**src/rtl/rtc_map_pkg.sv**
```systemverilog
// RTC register map, FSM states and editor targets
// shared by the edit-path controller.
package rtc_map_pkg;

  localparam logic [7:0] ADDR_HOUR  = 8'h23;
  localparam logic [7:0] ADDR_MIN   = 8'h22;
  localparam logic [7:0] ADDR_SEC   = 8'h21;
  localparam logic [7:0] ADDR_DAY   = 8'h24;
  localparam logic [7:0] ADDR_MON   = 8'h25;
  localparam logic [7:0] ADDR_YEAR  = 8'h26;
  localparam logic [7:0] ADDR_T_HR  = 8'h43;
  localparam logic [7:0] ADDR_T_MIN = 8'h42;
  localparam logic [7:0] ADDR_T_SEC = 8'h41;

  localparam logic [3:0] LAST_IDX = 4'd8;

  typedef enum logic [2:0] {
    ST_READ,
    ST_IDLE,
    ST_SEL,
    ST_EDIT,
    ST_COMMIT
  } state_t;

  localparam logic [1:0] TGT_HORA  = 2'd0;
  localparam logic [1:0] TGT_FECHA = 2'd1;
  localparam logic [1:0] TGT_TIMER = 2'd2;

  function automatic logic [7:0] reg_addr(
    input logic [3:0] idx
  );
    logic [7:0] a;
    case (idx)
      4'd0:    a = ADDR_HOUR;
      4'd1:    a = ADDR_MIN;
      4'd2:    a = ADDR_SEC;
      4'd3:    a = ADDR_DAY;
      4'd4:    a = ADDR_MON;
      4'd5:    a = ADDR_YEAR;
      4'd6:    a = ADDR_T_HR;
      4'd7:    a = ADDR_T_MIN;
      4'd8:    a = ADDR_T_SEC;
      default: a = 8'h00;
    endcase
    return a;
  endfunction

  function automatic logic [3:0] grp_base(
    input logic [1:0] tgt
  );
    logic [3:0] b;
    case (tgt)
      TGT_FECHA: b = 4'd3;
      TGT_TIMER: b = 4'd6;
      default:   b = 4'd0;
    endcase
    return b;
  endfunction

  // sub 0/1/2 selects the high/mid/low byte
  function automatic logic [7:0] grp_byte(
    input logic [23:0] w,
    input logic [3:0]  sub
  );
    logic [7:0] b;
    case (sub)
      4'd0:    b = w[23:16];
      4'd1:    b = w[15:8];
      default: b = w[7:0];
    endcase
    return b;
  endfunction

endpackage

```
**src/rtl/btn_edge.sv**
```systemverilog
// Rising-edge pulse from a debounced level input;
// the history bit updates every cycle.
module btn_edge (
  input  logic clk,
  input  logic reset,
  input  logic btn,
  output logic rise
);

  logic prev;

  always_ff @(posedge clk) begin
    if (reset) prev <= 1'b0;
    else       prev <= btn;
  end

  assign rise = btn & ~prev;

endmodule

```
**src/rtl/rtc_edit_ctrl.sv**
```systemverilog
// Edit-path sequencer: periodic RTC snapshot,
// button-driven editor selection and group commit.
module rtc_edit_ctrl #(
  parameter int REFRESH_CYCLES = 1_000_000
) (
  input  logic        clk,
  input  logic        reset,
  input  logic        BTmode,
  input  logic        BTsel,
  input  logic        BTok,
  input  logic [23:0] time_ed,
  input  logic [23:0] date_ed,
  input  logic [23:0] timer_ed,
  output logic        EN_hora,
  output logic        EN_fecha,
  output logic        EN_timer,
  output logic [71:0] snap,
  output logic        bus_req,
  output logic        bus_we,
  output logic [7:0]  bus_addr,
  output logic [7:0]  bus_wdata,
  input  logic [7:0]  bus_rdata,
  input  logic        bus_ack,
  output logic        busy
);

  import rtc_map_pkg::*;

  localparam int CW = $clog2(REFRESH_CYCLES);
  localparam logic [CW-1:0] CNT_TOP =
    CW'(REFRESH_CYCLES - 1);

  logic mode_e, sel_e, ok_e;

  btn_edge u_mode (
    .clk(clk), .reset(reset),
    .btn(BTmode), .rise(mode_e)
  );
  btn_edge u_sel (
    .clk(clk), .reset(reset),
    .btn(BTsel), .rise(sel_e)
  );
  btn_edge u_ok (
    .clk(clk), .reset(reset),
    .btn(BTok), .rise(ok_e)
  );

  state_t          state_q, state_d;
  logic [1:0]      tgt_q, tgt_d;
  logic [3:0]      idx_q;
  logic [CW-1:0]   cnt_q;
  logic [23:0]     word_q;
  logic [2:0]      en_d;
  logic            busy_d;
  logic            xfer, rd_last, wr_last;
  logic            req_go;
  logic [23:0]     ed_sel;

  assign xfer    = bus_req & bus_ack;
  assign rd_last = idx_q == LAST_IDX;
  assign wr_last = idx_q == grp_base(tgt_q) + 4'd2;

  always_comb begin
    ed_sel = time_ed;
    case (tgt_q)
      TGT_FECHA: ed_sel = date_ed;
      TGT_TIMER: ed_sel = timer_ed;
      default:   ed_sel = time_ed;
    endcase
  end

  always_ff @(posedge clk) begin
    if (reset) begin
      state_q <= ST_READ;
      tgt_q   <= TGT_HORA;
    end else begin
      state_q <= state_d;
      tgt_q   <= tgt_d;
    end
  end

  always_comb begin
    state_d = state_q;
    tgt_d   = tgt_q;
    unique case (state_q)
      ST_READ:
        if (xfer && rd_last) state_d = ST_IDLE;
      ST_IDLE:
        if (mode_e) begin
          state_d = ST_SEL;
          tgt_d   = TGT_HORA;
        end else if (cnt_q == CNT_TOP) begin
          state_d = ST_READ;
        end
      ST_SEL:
        if (ok_e)        state_d = ST_EDIT;
        else if (mode_e) state_d = ST_IDLE;
        else if (sel_e)
          tgt_d = (tgt_q == TGT_TIMER) ?
                  TGT_HORA : tgt_q + 2'd1;
      ST_EDIT:
        if (ok_e)        state_d = ST_COMMIT;
        else if (mode_e) state_d = ST_IDLE;
      ST_COMMIT:
        if (xfer && wr_last) state_d = ST_READ;
      default: state_d = ST_READ;
    endcase
  end

  // enables and busy follow the next state so they stay registered
  always_comb begin
    en_d   = 3'b000;
    busy_d = (state_d == ST_READ) ||
             (state_d == ST_COMMIT);
    if (state_d == ST_EDIT) begin
      unique case (1'b1)
        tgt_d == TGT_FECHA: en_d = 3'b010;
        tgt_d == TGT_TIMER: en_d = 3'b001;
        default:            en_d = 3'b100;
      endcase
    end
  end

  // a refresh from IDLE raises req on the transition edge
  assign req_go = !bus_req &&
    ((state_q == ST_READ) ||
     (state_q == ST_COMMIT) ||
     (state_q == ST_IDLE && state_d == ST_READ));

  always_ff @(posedge clk) begin
    if (reset) begin
      bus_req   <= 1'b0;
      bus_we    <= 1'b0;
      bus_addr  <= 8'h00;
      bus_wdata <= 8'h00;
      idx_q     <= 4'd0;
      cnt_q     <= '0;
      word_q    <= 24'h0;
      snap      <= 72'h0;
      EN_hora   <= 1'b0;
      EN_fecha  <= 1'b0;
      EN_timer  <= 1'b0;
      busy      <= 1'b1;
    end else begin
      EN_hora  <= en_d[2];
      EN_fecha <= en_d[1];
      EN_timer <= en_d[0];
      busy     <= busy_d;

      if (xfer) begin
        bus_req <= 1'b0;
      end else if (req_go) begin
        bus_req   <= 1'b1;
        bus_we    <= state_q == ST_COMMIT;
        bus_addr  <= reg_addr(idx_q);
        bus_wdata <= (state_q == ST_COMMIT) ?
          grp_byte(word_q, idx_q - grp_base(tgt_q)) :
          8'h00;
      end

      if (xfer && state_q == ST_READ) begin
        for (int i = 0; i < 9; i++)
          if (idx_q == 4'(i))
            snap[(8-i)*8 +: 8] <= bus_rdata;
        idx_q <= rd_last ? 4'd0 : idx_q + 4'd1;
      end else if (xfer && state_q == ST_COMMIT) begin
        idx_q <= wr_last ? 4'd0 : idx_q + 4'd1;
      end else if (state_q == ST_EDIT &&
                   state_d == ST_COMMIT) begin
        idx_q  <= grp_base(tgt_q);
        word_q <= ed_sel;
      end

      if (state_q == ST_READ && state_d == ST_IDLE)
        cnt_q <= '0;
      else if (state_q == ST_IDLE)
        cnt_q <= cnt_q + CW'(1);
    end
  end

endmodule

```
**config.mk**
```make
export PLATFORM = sky130hd
export DESIGN_NAME = rtc_edit_ctrl
export DESIGN_NICKNAME = d
export VERILOG_FILES = /design/src/rtl/rtc_map_pkg.sv /design/src/rtl/btn_edge.sv /design/src/rtl/rtc_edit_ctrl.sv
export SDC_FILE = /design/constraint.sdc
export NUM_CORES = 1
export LEC_CHECK = 0
export BUFFER_PORTS_ARGS = -buffer_cell sky130_fd_sc_hd__buf_2
export CORE_AREA = 2 2 107 135
export DETAILED_ROUTE_END_ITERATION = 10
export DIE_AREA = 0 0 109 137
export GPL_TIMING_DRIVEN = 1
export HOLD_SLACK_MARGIN = 0.02
export PLACE_DENSITY = 0.74
export SLEW_MARGIN = 20
export SYNTH_ARGS = -nofsm -noshare
export SYNTH_HDL_FRONTEND = slang
export SYNTH_HIERARCHICAL = 1
export SYNTH_SLANG_ARGS = --single-unit
```
**constraint.sdc**
```tcl
create_clock -name clk -period 3.2 [get_ports clk]
set_input_delay 0.64 -clock clk [delete_from_list [all_inputs] [get_ports clk]]
set_output_delay 0.64 -clock clk [all_outputs]
set_load 0.02 [all_outputs]
```
==> flow_summary.json <==
{
  "crit_path_cell_trace": "inv_1, ha_1, ha_1, inv_1, fa_1, nor4bb_2, buf_4, mux2i_1, o2bb2ai_1",
  "die_w_um": 109,
  "n_antenna_cell": 0,
  "wire_per_inst_um": 15.3,
  "dp_hpwl_mm": 12.4,
  "synth_most_common_cell": "dfxtp_1",
  "hold_viol": 0,
  "synth_seq_cells": 147,
  "synth_mux_area_share_pct": 4.64,
  "slowest_delay_ps": 420,
  "synth_common_cells": "147 x dfxtp_1, 102 x a21oi_1, 93 x nor2_1",
  "die_h_um": 137,
  "seq_area_frac_synth_pct": 44.0,
  "grt-ovfl-total": 0,
  "worstReg2RegStart": "tgt_q[1]",
  "viasPerCell": 5.42,
  "grt_max_degree": 65,
  "n_fill_cell": 1208,
  "drv_slew": 0,
  "dr_wl_met2_mm": 8.68,
  "synthXorXnorAreaFrac_pct": 3.01,
  "num_rows": 48,
  "post-route-min-period_ps": 2340,
  "required_ps": 3500,
  "portBuffers": 176,
  "clk_latency_ps": 410,
  "dieArea_um2": 14900,
  "cts_sinks": 147,
  "start_util_pct": 49.0,
  "cts_htree_levels": 4,
  "tightest_slew_ps": 955,
  "area_growth_pct": 22.8,
  "synth_top_family_by_area": "simple AND/OR/NAND/NOR gates",
  "vias": 6160,
  "syn_avg_cell_area_um2": 8.32,
  "synthAdderAreaFrac_pct": 3.30,
  "fin_worst_skew_ps": 9.55,
  "drc_errors": 0,
  "clock_path_buffers": 2,
  "yosys_most_used_dff": "dfxtp_1",
  "cp-end-kind": "flop",
  "worst-endpoint-arrival_ps": 2640,
  "antenna_left": 0,
  "synth-async-reset-ratio_pct": 0,
  "nets": 1052,
  "core_area_um2": 13600,
  "synthesis.area_um2": 6680,
  "startpoint_type": "flop",
  "critPathSlowestCell": "fa_1",
  "synthTopCellsByArea": "dfxtp_1 44%, a21oi_1 7.6%, nand3_1 5.7%, nor2_1 5.2%, nand2_1 5.1%",
  "setup_tns_ps": 0,
  "grt_pass1_wl_mm": 27.5,
  "top_layer": "met4",
  "synthCells": 803,
  "cts-root-buf": "clkbuf_16",
  "worstPathMaxFanout": 8,
  "rsz0062_at_grt": "no",
  "worstSetupPathType": "flop to flop",
  "total_power_mw": 4.06,
  "met3WireLength_mm": 1.11,
  "yosys.area_share.simple_pct": 24.5,
  "firstDrtPassIters": 5,
  "setup_viol": 0,
  "antenna_found_initial": 0,
  "hp-class": "flop to flop",
  "holdBufCountCts": 0,
  "fmax_mhz": 428,
  "first_global_vias": 5608,
  "clkTransAtPathRegs_ps": 70,
  "slew_headroom_pct": 36.3,
  "finalCritPeriodShare_pct": 73.0,
  "yosysUniqueCellTypes": 59,
  "synth_edf_count": 0,
  "globalplace.congestion": 0.815,
  "routed_wl_mm": 17.4,
  "hold_path.startpoint": "snap[43]",
  "cap_viol_max_count": 0,
  "synth_compound_area_share_pct": 15.0,
  "cts_tree": "done",
  "ys_warn_count": 11,
  "status": "finished clean",
  "yosysTopAreaCellShare_pct": 44.0,
  "drt-met1-wl_mm": 7.30,
  "critical_path.startpoint": "tgt_q[1]",
  "ctsResizeCount": 0,
  "io_pins": 180,
  "cts_setup_buffers": 0,
  "first_iter_violations": 363,
  "drive_above_1_share_pct": 26.6,
  "power_density_nw_per_um2": 494,
  "power_leakage_nw": 3.40,
  "synth_top_cell_by_area": "dfxtp_1",
  "cts_inserted_buffers": 17,
  "grt_usage_pct": 23.3,
  "ir_worst_vdd_mv": 0.336
}
==> cell families (layout without fill, tap and decap cells) <==
family	Yosys count	after routing
AO/OA/AOI/OAI	165	165
XOR/XNOR	23	23
adder cells (fa/ha/maj)	17	17
buffers and inverters	83	240
flip-flops	147	147
multiplexers	30	30
other	1	3
AND/OR/NAND/NOR	337	337
==> routing by layer <==
| layer | vias to the layer above | global-route usage (%) |
|---|---|---|
| met5 | - | 0 |
| met4 | 0 | 8.69 |
| met3 | 20 | 4.90 |
| met2 | 209 | 39.6 |
| met1 | 2835 | 28.7 |
| li1 | 3096 | - |
==> through the flow <==
step	area [µm²]	utilization [%]	setup slack, ps	cells	hold slack (ps)
4_1_cts	8210	60.2	855	1137	448
5_1_grt	8210	60.2	656	1137	466
3_3_place_gp	7620	55.9	737	1105	439
3_5_place_dp	7620	55.9	694	1105	444
2_1_floorplan	6690	-	340	805	451
6_report	8210	60.2	863	1137	451
==> sequential cells by signal, indices dropped and copies added (netlist names) <==
register and count:
EN_fecha 1, EN_hora 1, EN_timer 1, bus_addr 5, bus_req 1, bus_wdata 8
bus_we 1, busy 1, cnt_q 20, idx_q 4, snap 72, state_q 3
tgt_q 2, u_mode/prev 1, u_ok/prev 1, u_sel/prev 1, word_q 24
==> power breakdown <==
part           internal [mW]  switching (mW)
combinational         0.0946           0.160
clock                   1.11           0.829
sequential              1.85          0.0130
==> path summary, 6_finish.rpt <==
check,end,slack [ps],cells past startpoint
max,bus_wdata[7],860,9
min,snap[43],450,2
max reg2reg,bus_wdata[7],860,9
min reg2reg,snap[43],450,2
==> cell type report <==
type                       instances  area [µm²]  area share [%]
clock inverter                    14         143            1.74
sequential                       147        2940            35.9
timing repair buffer             190         988            12.0
clock buffer                      18         439            5.35
multi-input combinational        575        3410            41.5
inverter                          18        67.6           0.823
tap                              175         219            2.67
==> worst max-delay path: cells and delay by family, from the launching register on <==
kind	cells	cell delay (ps)
simple gates	1	290
buf+inv	3	410
compound gates	1	90
mux	1	230
flops	1	370
fa+ha+maj	3	840
==> cells in the final DEF, fill, tap and decap left out, types with 7 or more instances in the layout <==
cell type  instances
a221oi_1          25
ha_1              16
nor3_1            33
nand3_1           76
a21oi_1          102
xnor2_1           18
mux2_2             8
dfxtp_1          147
nand4_1            7
nor2_1            93
buf_2            175
inv_1             18
mux2i_1           22
nand2_1           90
o21ai_0           14
o2bb2ai_1          8
clkbuf_16         17
buf_4             15
Note: power is estimated with default switching activity, not from simulation.
